<file path="config.mk">
export PLATFORM = sky130hd
export DESIGN_NAME = ecc_16_rd_check
export DESIGN_NICKNAME = d
export VERILOG_FILES = /design/src/rtl/ecc_16_rd_check.sv
export SDC_FILE = /design/constraint.sdc
export NUM_CORES = 1
export LEC_CHECK = 0
export BUFFER_PORTS_ARGS = -buffer_cell sky130_fd_sc_hd__buf_2
export CAP_MARGIN = 20
export CORE_ASPECT_RATIO = 0.75
export CORE_MARGIN = 1.5
export CORE_UTILIZATION = 46
export DETAILED_ROUTE_END_ITERATION = 12
export GPL_TIMING_DRIVEN = 1
export PLACE_DENSITY = 0.74
export SKIP_LAST_GASP = 1
export SYNTH_ARGS = -nofsm -noshare
export SYNTH_HDL_FRONTEND = slang
export SYNTH_SLANG_ARGS = --single-unit
</file>
<file path="constraint.sdc">
create_clock -name clk -period 1.3 [get_ports clk]
set_input_delay 0.13 -clock clk [delete_from_list [all_inputs] [get_ports clk]]
set_output_delay 0.13 -clock clk [all_outputs]
set_load 0.01 [all_outputs]
</file>
<file path="src/rtl/ecc_16_rd_check.sv">
// ecc_16_rd_check
// Read-side SECDED check/correct stage for the ECC-protected FIFO. Consumes
// the stored {data,parity} word from the FIFO read port, recomputes parity,
// corrects single-bit data errors and flags uncorrectable (double) errors.
// Two-stage valid/ready pipeline: stage 1 holds data/syndrome/addr/bypass,
// stage 2 holds the corrected word and its error flags.
//
// Optional feature macro: ECC_ERR_CNT_EN
//   defined   -> saturating sbit/dbit error counters are implemented
//   undefined -> no counter flops, sbit_cnt/dbit_cnt tied to 0
//
// Ports
//   clk, rst                 clock, synchronous active-high reset
//   s_valid/s_ready          input handshake (s_ready is combinational)
//   s_data/s_parity/s_addr   stored word, its check bits, FIFO read address
//   bypass                   pass data untouched, no error reporting
//   m_valid/m_ready          output handshake
//   m_data                   corrected data
//   m_sbit_err/m_dbit_err    per-word error flags (qualified by m_valid)
//   clr_stat                 pulse: clear sticky flags, counters, dbit_addr
//   sbit_sticky/dbit_sticky  sticky error flags
//   dbit_addr                address of the first dbit error since clear
//   sbit_cnt/dbit_cnt        saturating delivered-error counters
module ecc_16_rd_check #(
  parameter int DATA_WIDTH   = 16,
  parameter int PARITY_WIDTH = 6,
  parameter int ADDR_W       = 8,
  parameter int CNT_W        = 16
) (
  input  logic                    clk,
  input  logic                    rst,
  input  logic                    s_valid,
  output logic                    s_ready,
  input  logic [DATA_WIDTH-1:0]   s_data,
  input  logic [PARITY_WIDTH-1:0] s_parity,
  input  logic [ADDR_W-1:0]       s_addr,
  input  logic                    bypass,
  output logic                    m_valid,
  input  logic                    m_ready,
  output logic [DATA_WIDTH-1:0]   m_data,
  output logic                    m_sbit_err,
  output logic                    m_dbit_err,
  input  logic                    clr_stat,
  output logic                    sbit_sticky,
  output logic                    dbit_sticky,
  output logic [ADDR_W-1:0]       dbit_addr,
  output logic [CNT_W-1:0]        sbit_cnt,
  output logic [CNT_W-1:0]        dbit_cnt
);

  function automatic logic [5:0] ecc_encode(input logic [15:0] d);
    logic [5:0] p;
    p[0] = d[0]^d[1]^d[3]^d[4]^d[6]^d[8]^d[10]^d[11]^d[13]^d[15];
    p[1] = d[0]^d[2]^d[3]^d[5]^d[6]^d[9]^d[10]^d[12]^d[13];
    p[2] = d[1]^d[2]^d[3]^d[7]^d[8]^d[9]^d[10]^d[14]^d[15];
    p[3] = d[4]^d[5]^d[6]^d[7]^d[8]^d[9]^d[10];
    p[4] = d[11]^d[12]^d[13]^d[14]^d[15];
    p[5] = d[0]^d[1]^d[2]^d[4]^d[5]^d[7]^d[10]^d[11]^d[12]^d[14];
    return p;
  endfunction

  // ---------------- pipeline control ----------------
  logic v1_q, v2_q;
  logic ld2;

  assign ld2     = !v2_q || m_ready;
  assign s_ready = !v1_q || ld2;

  // ---------------- stage 1 ----------------
  logic [DATA_WIDTH-1:0]   d1_q;
  logic [PARITY_WIDTH-1:0] syn1_q;
  logic [ADDR_W-1:0]       a1_q;
  logic                    byp1_q;

  always_ff @(posedge clk) begin
    if (rst) begin
      v1_q   <= 1'b0;
      d1_q   <= '0;
      syn1_q <= '0;
      a1_q   <= '0;
      byp1_q <= 1'b0;
    end else if (s_ready) begin
      v1_q <= s_valid;
      if (s_valid) begin
        d1_q   <= s_data;
        syn1_q <= s_parity ^ ecc_encode(s_data);
        a1_q   <= s_addr;
        byp1_q <= bypass;
      end
    end
  end

  // ---------------- syndrome decode ----------------
  logic [DATA_WIDTH-1:0] corr_d;
  logic                  sb_d, db_d, col_hit;

  always_comb begin
    corr_d  = d1_q;
    sb_d    = 1'b0;
    db_d    = 1'b0;
    col_hit = 1'b0;
    // Syndrome matching a data column -> flip that data bit.
    for (int i = 0; i < DATA_WIDTH; i++) begin
      if (syn1_q == ecc_encode(DATA_WIDTH'(1) << i)) begin
        corr_d[i] = ~d1_q[i];
        col_hit   = 1'b1;
      end
    end
    if (syn1_q != '0) begin
      // One-hot syndrome is a flipped check bit: data is already right.
      if (col_hit || ((syn1_q & (syn1_q - PARITY_WIDTH'(1))) == '0))
        sb_d = 1'b1;
      else
        db_d = 1'b1;
    end
    if (!col_hit || db_d || byp1_q) corr_d = d1_q;
    if (byp1_q) begin
      sb_d = 1'b0;
      db_d = 1'b0;
    end
  end

  // ---------------- stage 2 ----------------
  logic [DATA_WIDTH-1:0] m_data_q;
  logic                  m_sb_q, m_db_q;
  logic [ADDR_W-1:0]     a2_q;

  always_ff @(posedge clk) begin
    if (rst) begin
      v2_q     <= 1'b0;
      m_data_q <= '0;
      m_sb_q   <= 1'b0;
      m_db_q   <= 1'b0;
      a2_q     <= '0;
    end else if (ld2) begin
      v2_q <= v1_q;
      if (v1_q) begin
        m_data_q <= corr_d;
        m_sb_q   <= sb_d;
        m_db_q   <= db_d;
        a2_q     <= a1_q;
      end
    end
  end

  assign m_valid    = v2_q;
  assign m_data     = m_data_q;
  assign m_sbit_err = m_sb_q;
  assign m_dbit_err = m_db_q;

  // ---------------- status ----------------
  // Status counts words as they are delivered, so a stalled word counts once.
  logic hs, sb_hit, db_hit;
  assign hs     = v2_q && m_ready;
  assign sb_hit = hs && m_sb_q;
  assign db_hit = hs && m_db_q;

  logic              sbit_sticky_q, sbit_sticky_d;
  logic              dbit_sticky_q, dbit_sticky_d;
  logic [ADDR_W-1:0] dbit_addr_q, dbit_addr_d;

  // Clear first, then let a same-cycle error register on top of it.
  always_comb begin
    sbit_sticky_d = (clr_stat ? 1'b0 : sbit_sticky_q) | sb_hit;
    dbit_sticky_d = (clr_stat ? 1'b0 : dbit_sticky_q) | db_hit;
    dbit_addr_d   = clr_stat ? '0 : dbit_addr_q;
    if (db_hit && (!dbit_sticky_q || clr_stat)) dbit_addr_d = a2_q;
  end

  always_ff @(posedge clk) begin
    if (rst) begin
      sbit_sticky_q <= 1'b0;
      dbit_sticky_q <= 1'b0;
      dbit_addr_q   <= '0;
    end else begin
      sbit_sticky_q <= sbit_sticky_d;
      dbit_sticky_q <= dbit_sticky_d;
      dbit_addr_q   <= dbit_addr_d;
    end
  end

  assign sbit_sticky = sbit_sticky_q;
  assign dbit_sticky = dbit_sticky_q;
  assign dbit_addr   = dbit_addr_q;

`ifdef ECC_ERR_CNT_EN
  logic [CNT_W-1:0] sbit_cnt_q, sbit_cnt_d;
  logic [CNT_W-1:0] dbit_cnt_q, dbit_cnt_d;

  always_comb begin
    sbit_cnt_d = clr_stat ? '0 : sbit_cnt_q;
    dbit_cnt_d = clr_stat ? '0 : dbit_cnt_q;
    if (sb_hit && (sbit_cnt_d != '1)) sbit_cnt_d = sbit_cnt_d + CNT_W'(1);
    if (db_hit && (dbit_cnt_d != '1)) dbit_cnt_d = dbit_cnt_d + CNT_W'(1);
  end

  always_ff @(posedge clk) begin
    if (rst) begin
      sbit_cnt_q <= '0;
      dbit_cnt_q <= '0;
    end else begin
      sbit_cnt_q <= sbit_cnt_d;
      dbit_cnt_q <= dbit_cnt_d;
    end
  end

  assign sbit_cnt = sbit_cnt_q;
  assign dbit_cnt = dbit_cnt_q;
`else
  assign sbit_cnt = '0;
  assign dbit_cnt = '0;
`endif

endmodule

</file>
==> results of run 1 <==
## cells in the mapped netlist (all sizes together) (4+ instances only)
cell / n
xnor3: 7
nand4: 6
dfxtp: 69
or3: 4
a211oi: 16
clkbuf: 13
nand2: 85
nor3b: 8
nand2b: 4
o21ai: 6
buf: 46
xnor2: 21
nor2: 44
xor2: 19
a21oi: 48
## registers in the layout, indices dropped and copies added (netlist names)
| signal | count |
|---|---|
| m_dbit_err | 1 |
| m_sbit_err | 1 |
| v1_q | 1 |
| syn1_q | 6 |
| dbit_addr | 8 |
| d1_q | 16 |
| sbit_sticky | 1 |
| byp1_q | 1 |
| m_valid | 1 |
| m_data | 16 |
| a2_q | 8 |
| dbit_sticky | 1 |
| a1_q | 8 |
## power by group
group          switching [uW]  internal (uW)
Clock                     814           1280
Combinational             760            761
Sequential                138           2250
## layer usage
metal	part of all wire	GRT usage
met1	0.47	0.283
met2	0.47	0.317
met3	0.065	0.0476
met4	0.0031	0.0472
met5	0	0
## cell type report
| cell class | instances | area (um^2) | share of cell area |
|---|---|---|---|
| Multi-Input combinational cell | 330 | 2020 | 0.435 |
| Inverter | 3 | 11.3 | 0.00242 |
| Tap cell | 101 | 126 | 0.0272 |
| Sequential cell | 69 | 1400 | 0.302 |
| Clock buffer | 9 | 124 | 0.0266 |
| Clock inverter | 7 | 121 | 0.0261 |
| Timing Repair Buffer | 114 | 841 | 0.181 |
## critical path: stages (launching register included)
cell and delay [ns]:
dfxtp_4 0.39, or3b_4 0.42, nor2_4 0.14, nand2_1 0.07, xor2_1 0.14, a211oi_1 0.21
## worst paths after layout
| check | to | cells after the start | start | slack [ns] |
|---|---|---|---|---|
| worst min-delay path | a1_q[6] | 3 | s_addr[6] | 0.02 |
| worst min register to register | a2_q[0] | 2 | a1_q[0] | 0.46 |
| worst max register to register | m_data[2] | 5 | syn1_q[5] | -0.15 |
| worst max-delay path | m_data[2] | 5 | syn1_q[5] | -0.15 |
## cells by family after synthesis
family,Yosys count,share of synthesized area
DFF,69,0.392
other,1,0.00106
buffers and inverters,62,0.106
xor gates and xnor gates,47,0.147
AOI/OAI and AO/OA,81,0.139
and+or+nand+nor,170,0.215
## through the flow
stage               std cells  area, um^2  setup slack (ns)  total power (uW)
global placement          608        4130            -0.123              3710
finish                    633        4650            -0.147              6010
floorplan                 461        3680           -0.0305              3330
global route              633        4650            -0.218              6300
detailed placement        608        4130            -0.184              3740
CTS                       624        4410            -0.128              5880
## what timing repair did
item                                    CTS  global route
gates cloned                              0             3
endpoints found under the setup margin   20            28
gates resized for setup                  14            26
buffers inserted                          0             6
pin swaps                                 8            24
==> metrics.csv, run 1 <==
stage;metric;value;unit
cts;CTS max path bufs;2;
routing;Final ANT Viol Nets;0;
yosys;Synth Register Bits;69;
yosys;Post-synth EDFFs;0;
worst_setup_path;Max Fanout on Critical Path;5;
power;leakage power;0.00200;uW
die;DIE AREA;8200;um^2
sta;crit path time final;1.45;ns
die;Chip Height;78.8;um
cts;# H-tree levels;3;
place;port bufs;65;
outcome;status;complete, but fails checks;
layout;commonest non-fill, non-tap cells in the layout;nand2_1 (81), buf_2 (65), dfxtp_1 (60), a21oi_1 (45), nor2_1 (38);
global_route;vias in the first global route;2744;
layout;Layout area overhead;31.9;%
sta;Fmax;691;MHz
place;GPL Wtd Cong;0.876;
yosys;ys flop type;dfxtp_1;
global_route;antenna violations before repair;0;
yosys;Synth Warn #;0;
die;io pins;98;
sta;Final period util;1.11;
sta;Final TNS setup;-1.30;ns
sta;Final WS setup;-0.147;ns
yosys;Avg Cell Area, Syn;8.20;um^2
sta;Hold Slack;0.0205;ns
global_route;GRT overflow;0;
cts;Clock Latency Late Sink;0.34;ns
yosys;sequential share of the synthesized area;0.392;
worst_setup_path;crit end category;flip-flop;
worst_hold_path;worst min-delay path class;in2reg;
layout;fillcell total;636;
yosys;cells after synthesis;430;
sta;Slew Limit Fails;0;
routing;initial DRC count;156;
die;starting density of the core;0.479;
layout;share of cells above drive strength 1;0.320;
cts;count of clock tree sinks;69;
global_route;GRT Overall Usage;0.202;
layout;Layout Nets;563;
cts;root cell of the clock tree;clkbuf_8;
yosys;synth top area cells;dfxtp_1 (39%), nand2_1 (9.1%), buf_4 (7.5%);
yosys;share of the synthesized area in the top cell type;0.392;
layout;n_diodes;0;
yosys;Distinct cells, synth;40;
power;Cell Pwr Density;1290;nW/um^2
cts;Clock Pin Slew Worst Setup and Hold Paths;0.08;ns
yosys;leading area contributor after synthesis;dfxtp_1;
place;Detail Placement HPWL;6.03;mm
sta;Final Hold Fails;0;
layout;Util after Layout;0.631;
routing;First-pass DRT Iterations;4;
routing;DR vias/cell;4.94;
yosys;Post-Syn Area;3520;um^2
yosys;FFs w/ async S/R, synth;0;
routing;Routed WL per cell;13.9;um
layout;most common cell after layout, fill and taps aside;nand2_1;
outcome;failing checks;setup timing;
routing;drc violations;0;
global_route;largest net degree at the start of global routing;43;
routing;Total Wirelength;8.77;mm
sta;RSZ-0062 raised after global routing;yes;
cts;cts bufs inserted;9;
worst_setup_path;Worst EP required;1.56;ns
cts;TritonCTS clock tree;built;
run;MaxCap Viol Count;0;
die;Core Area;7360;um^2
routing;total number of vias;3129;
worst_setup_path;worst setup path class;reg2reg;
sta;Final Setup Violations;16;
global_route;global-route wire length before repair;13.2;mm
sta;Layout Skew;0.0118;ns
worst_setup_path;Worst EP arrival;1.70;ns
worst_setup_path;CP Launch Type;flip-flop;
power;VDD IR max;0.000778;V
die;Die W;104;um
die;num rows;27;
cts;hold buffers post-CTS;0;
(Power assumes the default switching activity.)
==> inputs of run 2 (changes only) <==
- CORE_MARGIN: 1.5 -> 2
- SLEW_MARGIN: unset -> 15
- TNS_END_PERCENT: unset -> 30
==> metrics.csv, run 2 (synthesis results as in run 1) <==
stage;metric;value;unit;change
sta;Final Hold Fails;0;;unchanged
place;Post-DP Area;4110;um^2;-0.64%
outcome;status;complete, but fails checks;;
layout;most common cell after layout, fill and taps aside;nand2_1;;
die;Chip Height;79.8;um;+1.3%
routing;total number of vias;3071;;-1.9%
die;io pins;98;;unchanged
sta;Final period util;1.12;;+0.00697
cts;TritonCTS clock tree;built;;
outcome;failing checks;setup timing;;
routing;Routed WL per cell;13.0;um;-5.9%
run;MaxCap Viol Count;0;;unchanged
sta;crit path time final;1.46;ns;+0.00906 ns
cts;root cell of the clock tree;clkbuf_8;;
layout;share of cells above drive strength 1;0.294;;-0.0254
power;Comb pwr share;0.254;;about the same
worst_hold_path;worst min-delay path class;in2reg;;
power;clock power share;0.320;;-0.029
die;starting density of the core;0.476;;-0.00219
layout;Layout area overhead;26.4;%;
cts;count of clock tree sinks;69;;unchanged
global_route;met2 Resource Use GR;0.292;;-0.0257
die;Core Area;7400;um^2;+0.46%
layout;Finished Cell Area;4450;um^2;-4.2%
global_route;busiest grt layer;met2;;
sta;Fmax;687;MHz;-0.62%
worst_setup_path;worst reg2reg path depth;6;;+1
place;Setup WS pre-CTS;-0.238;ns;-0.0540 ns
cts;Clock Pin Slew Worst Setup and Hold Paths;0.08;ns;about the same
place;placed insts;609;;+0.16%
place;Detail Placement HPWL;6.01;mm;-0.35%
layout;commonest non-fill, non-tap cells in the layout;nand2_1 (83), buf_2 (65), dfxtp_1 (64), a21oi_1 (46), nor2_1 (39);;
routing;drc violations;0;;unchanged
global_route;GRT overflow;0;;unchanged
place;port bufs;65;;unchanged
layout;Multi-input gate area;1990;um^2;-1.7%
cts;cts bufs inserted;9;;unchanged
layout;register area;1400;um^2;-0.36%
cts;# H-tree levels;3;;unchanged
worst_setup_path;Max Fanout on Critical Path;8;;+3
worst_setup_path;Worst EP required;1.58;ns;+0.02 ns
global_route;vias in the first global route;2692;;-1.9%
global_route;grt met1 use;0.282;;-0.000806
worst_setup_path;Worst EP arrival;1.74;ns;+0.04 ns
global_route;global-route wire length before repair;12.9;mm;-1.9%
layout;fillcell total;692;;+8.8%
worst_setup_path;CP Launch Type;flip-flop;;
cts;hold buffers post-CTS;0;;unchanged
worst_hold_path;hold_sp;s_addr[6];;
sta;Layout Skew;0.0103;ns;-0.00148 ns
routing;Total Wirelength;8.18;mm;-6.7%
routing;DR vias/cell;4.89;;-1.1%
power;total power draw;5630;uW;-6.3%
worst_hold_path;Hold EP;a1_q[6];;
worst_setup_path;worst setup path class;reg2reg;;
worst_setup_path;crit end category;flip-flop;;
routing;First-pass DRT Iterations;4;;unchanged
power;power share of the sequential group;0.425;;+0.028
die;Die W;105;um;+0.96%
cts;Clock Latency Late Sink;0.35;ns;about the same
power;sw frac;0.310;;+0.0254
layout;post-route insts no fill;628;;-0.79%
power;switching pwr;1750;uW;+2.0%
sta;RSZ-0062 raised after global routing;yes;;
power;leakage power;0.00190;uW;-4.9%
routing;Final ANT Viol Nets;0;;unchanged
sta;Final Setup Violations;16;;unchanged
routing;initial DRC count;127;;-19%
global_route;largest net degree at the start of global routing;49;;+14%
layout;Layout Nets;558;;-0.89%
layout;n_diodes;0;;unchanged
sta;Final WS setup;-0.156;ns;-0.00906 ns
sta;Slew Limit Fails;0;;unchanged
power;Cell Pwr Density;1260;nW/um^2;-2.2%
global_route;antenna violations before repair;0;;unchanged
global_route;GR Util met3;0.0539;;+0.00626
die;DIE AREA;8390;um^2;+2.2%
cts;CTS max path bufs;2;;unchanged
power;VDD IR max;0.000664;V;-15%
place;GPL Wtd Cong;0.854;;-2.5%
power;internal power;3880;uW;-9.6%
sta;Hold Slack;0.00892;ns;-0.0116 ns
worst_hold_path;hold depth;3;;unchanged
worst_setup_path;RR Endpoint;m_sbit_err;;
global_route;GRT Overall Usage;0.197;;-0.00492
worst_setup_path;R2R Path Start;syn1_q[5];;
worst_setup_path;reg2reg setup slack;-0.16;ns;about the same
die;num rows;27;;unchanged
-- run 2: cell count changes in the layout (fill, tap and decap cells not counted), moves of 2 or more --
cell / previous run / this run
nand2_4: 2 / 0
buf_12: 7 / 5
nand2_1: 81 / 83
clkinvlp_4: 0 / 2
inv_6: 1 / 3
bufinv_16: 3 / 1
dfxtp_2: 5 / 1
dfxtp_1: 60 / 64
clkbuf_16: 3 / 0
nand2b_1: 2 / 4
-- run 2: metrics by stage --
stage	setup TNS, ns	utilization
6_report	-1.34	0.602
5_1_grt	-4.05	0.602
2_1_floorplan	-0.307	-
3_3_place_gp	-2.75	0.555
4_1_cts	-2.01	0.586
3_5_place_dp	-3.47	0.555
-- run 2: area by class of cell --
cell class	instances	share of cell area
Tap cell	101	0.0284
Clock buffer	9	0.0278
Timing Repair Buffer	109	0.163
Multi-Input combinational cell	330	0.447
Inverter	3	0.00253
Clock inverter	7	0.0180
Sequential cell	69	0.314
-- run 2: timing repair --
| action | in CTS | in global routing |
|---|---|---|
| pin swaps | 8 | 11 |
| gates resized for setup | 9 | 24 |
| buffers inserted | 1 | 2 |
| endpoints found under the setup margin | 20 | 51 |
-- run 2: worst max-delay path by stage --
| stage | startpoint | endpoint | slack (ns) | cells past startpoint |
|---|---|---|---|---|
| floorplan | syn1_q[0] | m_data[3] | -0.07 | 5 |
| global placement | syn1_q[0] | m_data[3] | -0.17 | 4 |
| detailed placement | syn1_q[5] | m_sbit_err | -0.24 | 6 |
| CTS | syn1_q[5] | m_sbit_err | -0.17 | 6 |
| global route | syn1_q[5] | m_sbit_err | -0.22 | 6 |
| finish | syn1_q[5] | m_sbit_err | -0.16 | 6 |
-- run 2: worst max-delay path: stages (launching register included) --
cell and delay [ns]:
dfxtp_4 0.38, buf_6 0.13, or3_4 0.35, a31oi_4 0.15, o221ai_2 0.12, o311a_1 0.14, o21ai_2 0.13
-- run 2: routing by layer --
metal / vias up / wire [um]
met1: 1408 / 3890
met4: 0 / 71
met3: 10 / 538
li1: 1561 / -
met2: 92 / 3690
met5: - / 0
-- run 2: power groups by stage --
stage          registers, uW  logic (uW)  clock network, uW
3_3_place_gp            2410        1260                  0
2_1_floorplan           2370         918                  0
5_1_grt                 2410        1560               1940
3_5_place_dp            2410        1280                  0
4_1_cts                 2370        1310               1840
6_report                2390        1430               1800
==> inputs of run 3 (changes only) <==
- CORE_UTILIZATION: 46 -> 49
- CTS_BUF_LIST: unset -> sky130_fd_sc_hd__clkbuf_8
- PLACE_DENSITY: 0.74 -> 0.79
==> metrics.csv, run 3 (synthesis results as in run 1) <==
stage;metric;value;unit;change
worst_setup_path;CP Launch Type;flip-flop;;
place;GPL Wtd Cong;0.857;;+0.29%
sta;Final TNS setup;-2.04;ns;-0.697 ns
worst_setup_path;Worst EP arrival;1.83;ns;+0.09 ns
place;Detail Placement HPWL;6.21;mm;+3.4%
die;io pins;98;;unchanged
layout;Finished Cell Area;4600;um^2;+3.3%
routing;Total Wirelength;8.99;mm;+9.9%
global_route;GRT overflow;0;;unchanged
layout;Layout area overhead;30.5;%;
layout;n_diodes;0;;unchanged
sta;RSZ-0062 raised after global routing;yes;;
layout;fillcell total;579;;-16%
layout;most common cell after layout, fill and taps aside;nand2_1;;
sta;Final Setup Violations;30;;+14
routing;uppermost layer routed;met4;;
layout;Layout Nets;567;;+1.6%
outcome;failing checks;setup timing;;
power;VDD IR max;0.00101;V;+52%
sta;Final Hold Fails;0;;unchanged
worst_hold_path;worst min-delay path class;in2reg;;
power;internal power;4280;uW;+10%
power;Comb pwr share;0.247;;-0.007
cts;cts bufs inserted;9;;unchanged
global_route;GRT Overall Usage;0.215;;+0.0173
cts;CTS max path bufs;2;;unchanged
sta;Final WS setup;-0.262;ns;-0.107 ns
worst_setup_path;reg2reg setup slack;-0.26;ns;-0.11 ns
cts;Clock Pin Slew Worst Setup and Hold Paths;0.08;ns;about the same
routing;initial DRC count;204;;+61%
cts;count of clock tree sinks;69;;unchanged
cts;root cell of the clock tree;clkbuf_8;;
die;DIE AREA;7890;um^2;-5.9%
worst_setup_path;worst setup path class;reg2reg;;
global_route;global-route wire length before repair;13.5;mm;+4.8%
worst_hold_path;hold depth;3;;unchanged
run;MaxCap Viol Count;0;;unchanged
power;total power draw;5980;uW;+6.3%
worst_hold_path;Hold EP;a1_q[7];;
die;starting density of the core;0.511;;+0.0347
routing;drc violations;0;;unchanged
outcome;status;complete, but fails checks;;
global_route;antenna violations before repair;0;;unchanged
power;sw frac;0.285;;-0.0255
routing;First-pass DRT Iterations;4;;unchanged
routing;Routed WL per cell;14.2;um;+8.8%
sta;Slew Limit Fails;0;;unchanged
global_route;vias in the first global route;2949;;+9.5%
power;clock power share;0.353;;+0.033
layout;commonest non-fill, non-tap cells in the layout;nand2_1 (84), buf_2 (65), dfxtp_1 (62), a21oi_1 (46), buf_4 (43);;
place;Post-DP Area;4140;um^2;+0.82%
worst_setup_path;R2R Path Start;syn1_q[5];;
cts;Clock Latency Late Sink;0.33;ns;-0.02 ns
die;Core Area;6900;um^2;-6.8%
sta;Final period util;1.20;;+0.0820
die;num rows;26;;-3.7%
cts;TritonCTS clock tree;built;;
routing;WL met1;3.97;mm;+2.2%
die;Die W;102;um;-3.0%
power;Cell Pwr Density;1300;nW/um^2;+2.9%
routing;Final ANT Viol Nets;0;;unchanged
routing;met3 routed WL;720;um;+34%
worst_hold_path;hold_sp;s_addr[7];;
place;port bufs;65;;unchanged
power;leakage power;0.00199;uW;+4.8%
power;switching pwr;1700;uW;-2.4%
worst_setup_path;RR Endpoint;m_sbit_err;;
routing;DR vias/cell;5.02;;+2.6%
routing;total number of vias;3181;;+3.6%
routing;met2 wire length;4.23;mm;+15%
sta;Fmax;640;MHz;-6.8%
worst_setup_path;Worst EP required;1.57;ns;about the same
cts;# H-tree levels;3;;unchanged
sta;crit path time final;1.56;ns;+0.107 ns
power;power share of the sequential group;0.401;;-0.024
worst_setup_path;worst reg2reg path depth;6;;unchanged
sta;Layout Skew;0.0104;ns;+0.0000893 ns
worst_setup_path;Max Fanout on Critical Path;10;;+2
worst_setup_path;crit end category;flip-flop;;
layout;share of cells above drive strength 1;0.310;;+0.0156
global_route;largest net degree at the start of global routing;51;;+4.1%
die;Chip Height;77.5;um;-3.0%
[run 3: layer usage]
metal / track usage / up-vias
met5: 0 / -
met4: 0.0507 / 0
met3: 0.0568 / 9
met2: 0.341 / 118
met1: 0.292 / 1487
li1: - / 1567
[run 3: layout make-up]
type / count / area (um^2) / share of cell area
Tap cell: 98 / 123 / 0.0267
Timing Repair Buffer: 118 / 846 / 0.184
Clock buffer: 9 / 124 / 0.0269
Clock inverter: 7 / 121 / 0.0264
Multi-Input combinational cell: 330 / 1980 / 0.429
Sequential cell: 69 / 1400 / 0.304
Inverter: 3 / 11.3 / 0.00245
[run 3: critical path: stages (launching register included)]
cell and delay (ns):
dfxtp_4 0.38, buf_4 0.14, or3_4 0.34, a31oi_2 0.21, o221ai_2 0.14, o311a_1 0.14
o21ai_1 0.15
[run 3: timing repair]
action,4_1_cts,5_1_grt
setup endpoints to repair,22,56
gates cloned,0,4
hold buffers,0,0
pin swaps,3,5
endpoints found under the hold margin,0,0
setup buffers,0,3
gates resized for setup,8,23
[run 3: worst max path at each step]
stage / endpoint / startpoint / cells after the start
after floorplan: m_data[3] / syn1_q[0] / 5
after global placement: m_data[6] / syn1_q[3] / 4
after detailed placement: m_data[2] / syn1_q[5] / 5
after CTS: m_dbit_err / syn1_q[5] / 6
after global routing: m_sbit_err / syn1_q[5] / 6
final: m_sbit_err / syn1_q[5] / 6
[run 3: power groups by stage]
stage	logic (uW)	registers, uW	clock network [uW]
after CTS	1340	2380	2140
after detailed placement	1310	2420	0
after floorplan	918	2370	0
after global routing	1600	2410	2240
final	1480	2400	2110
after global placement	1280	2420	0
[run 3: stage by stage]
stage	util	hold WS (ns)	cells	setup WS (ns)
4_1_cts	0.639	0.0198	627	-0.181
6_report	0.667	0.0293	634	-0.262
3_3_place_gp	0.600	0.375	611	-0.228
2_1_floorplan	-	0.266	461	-0.0686
3_5_place_dp	0.600	0.379	611	-0.295
5_1_grt	0.667	0.0176	634	-0.339
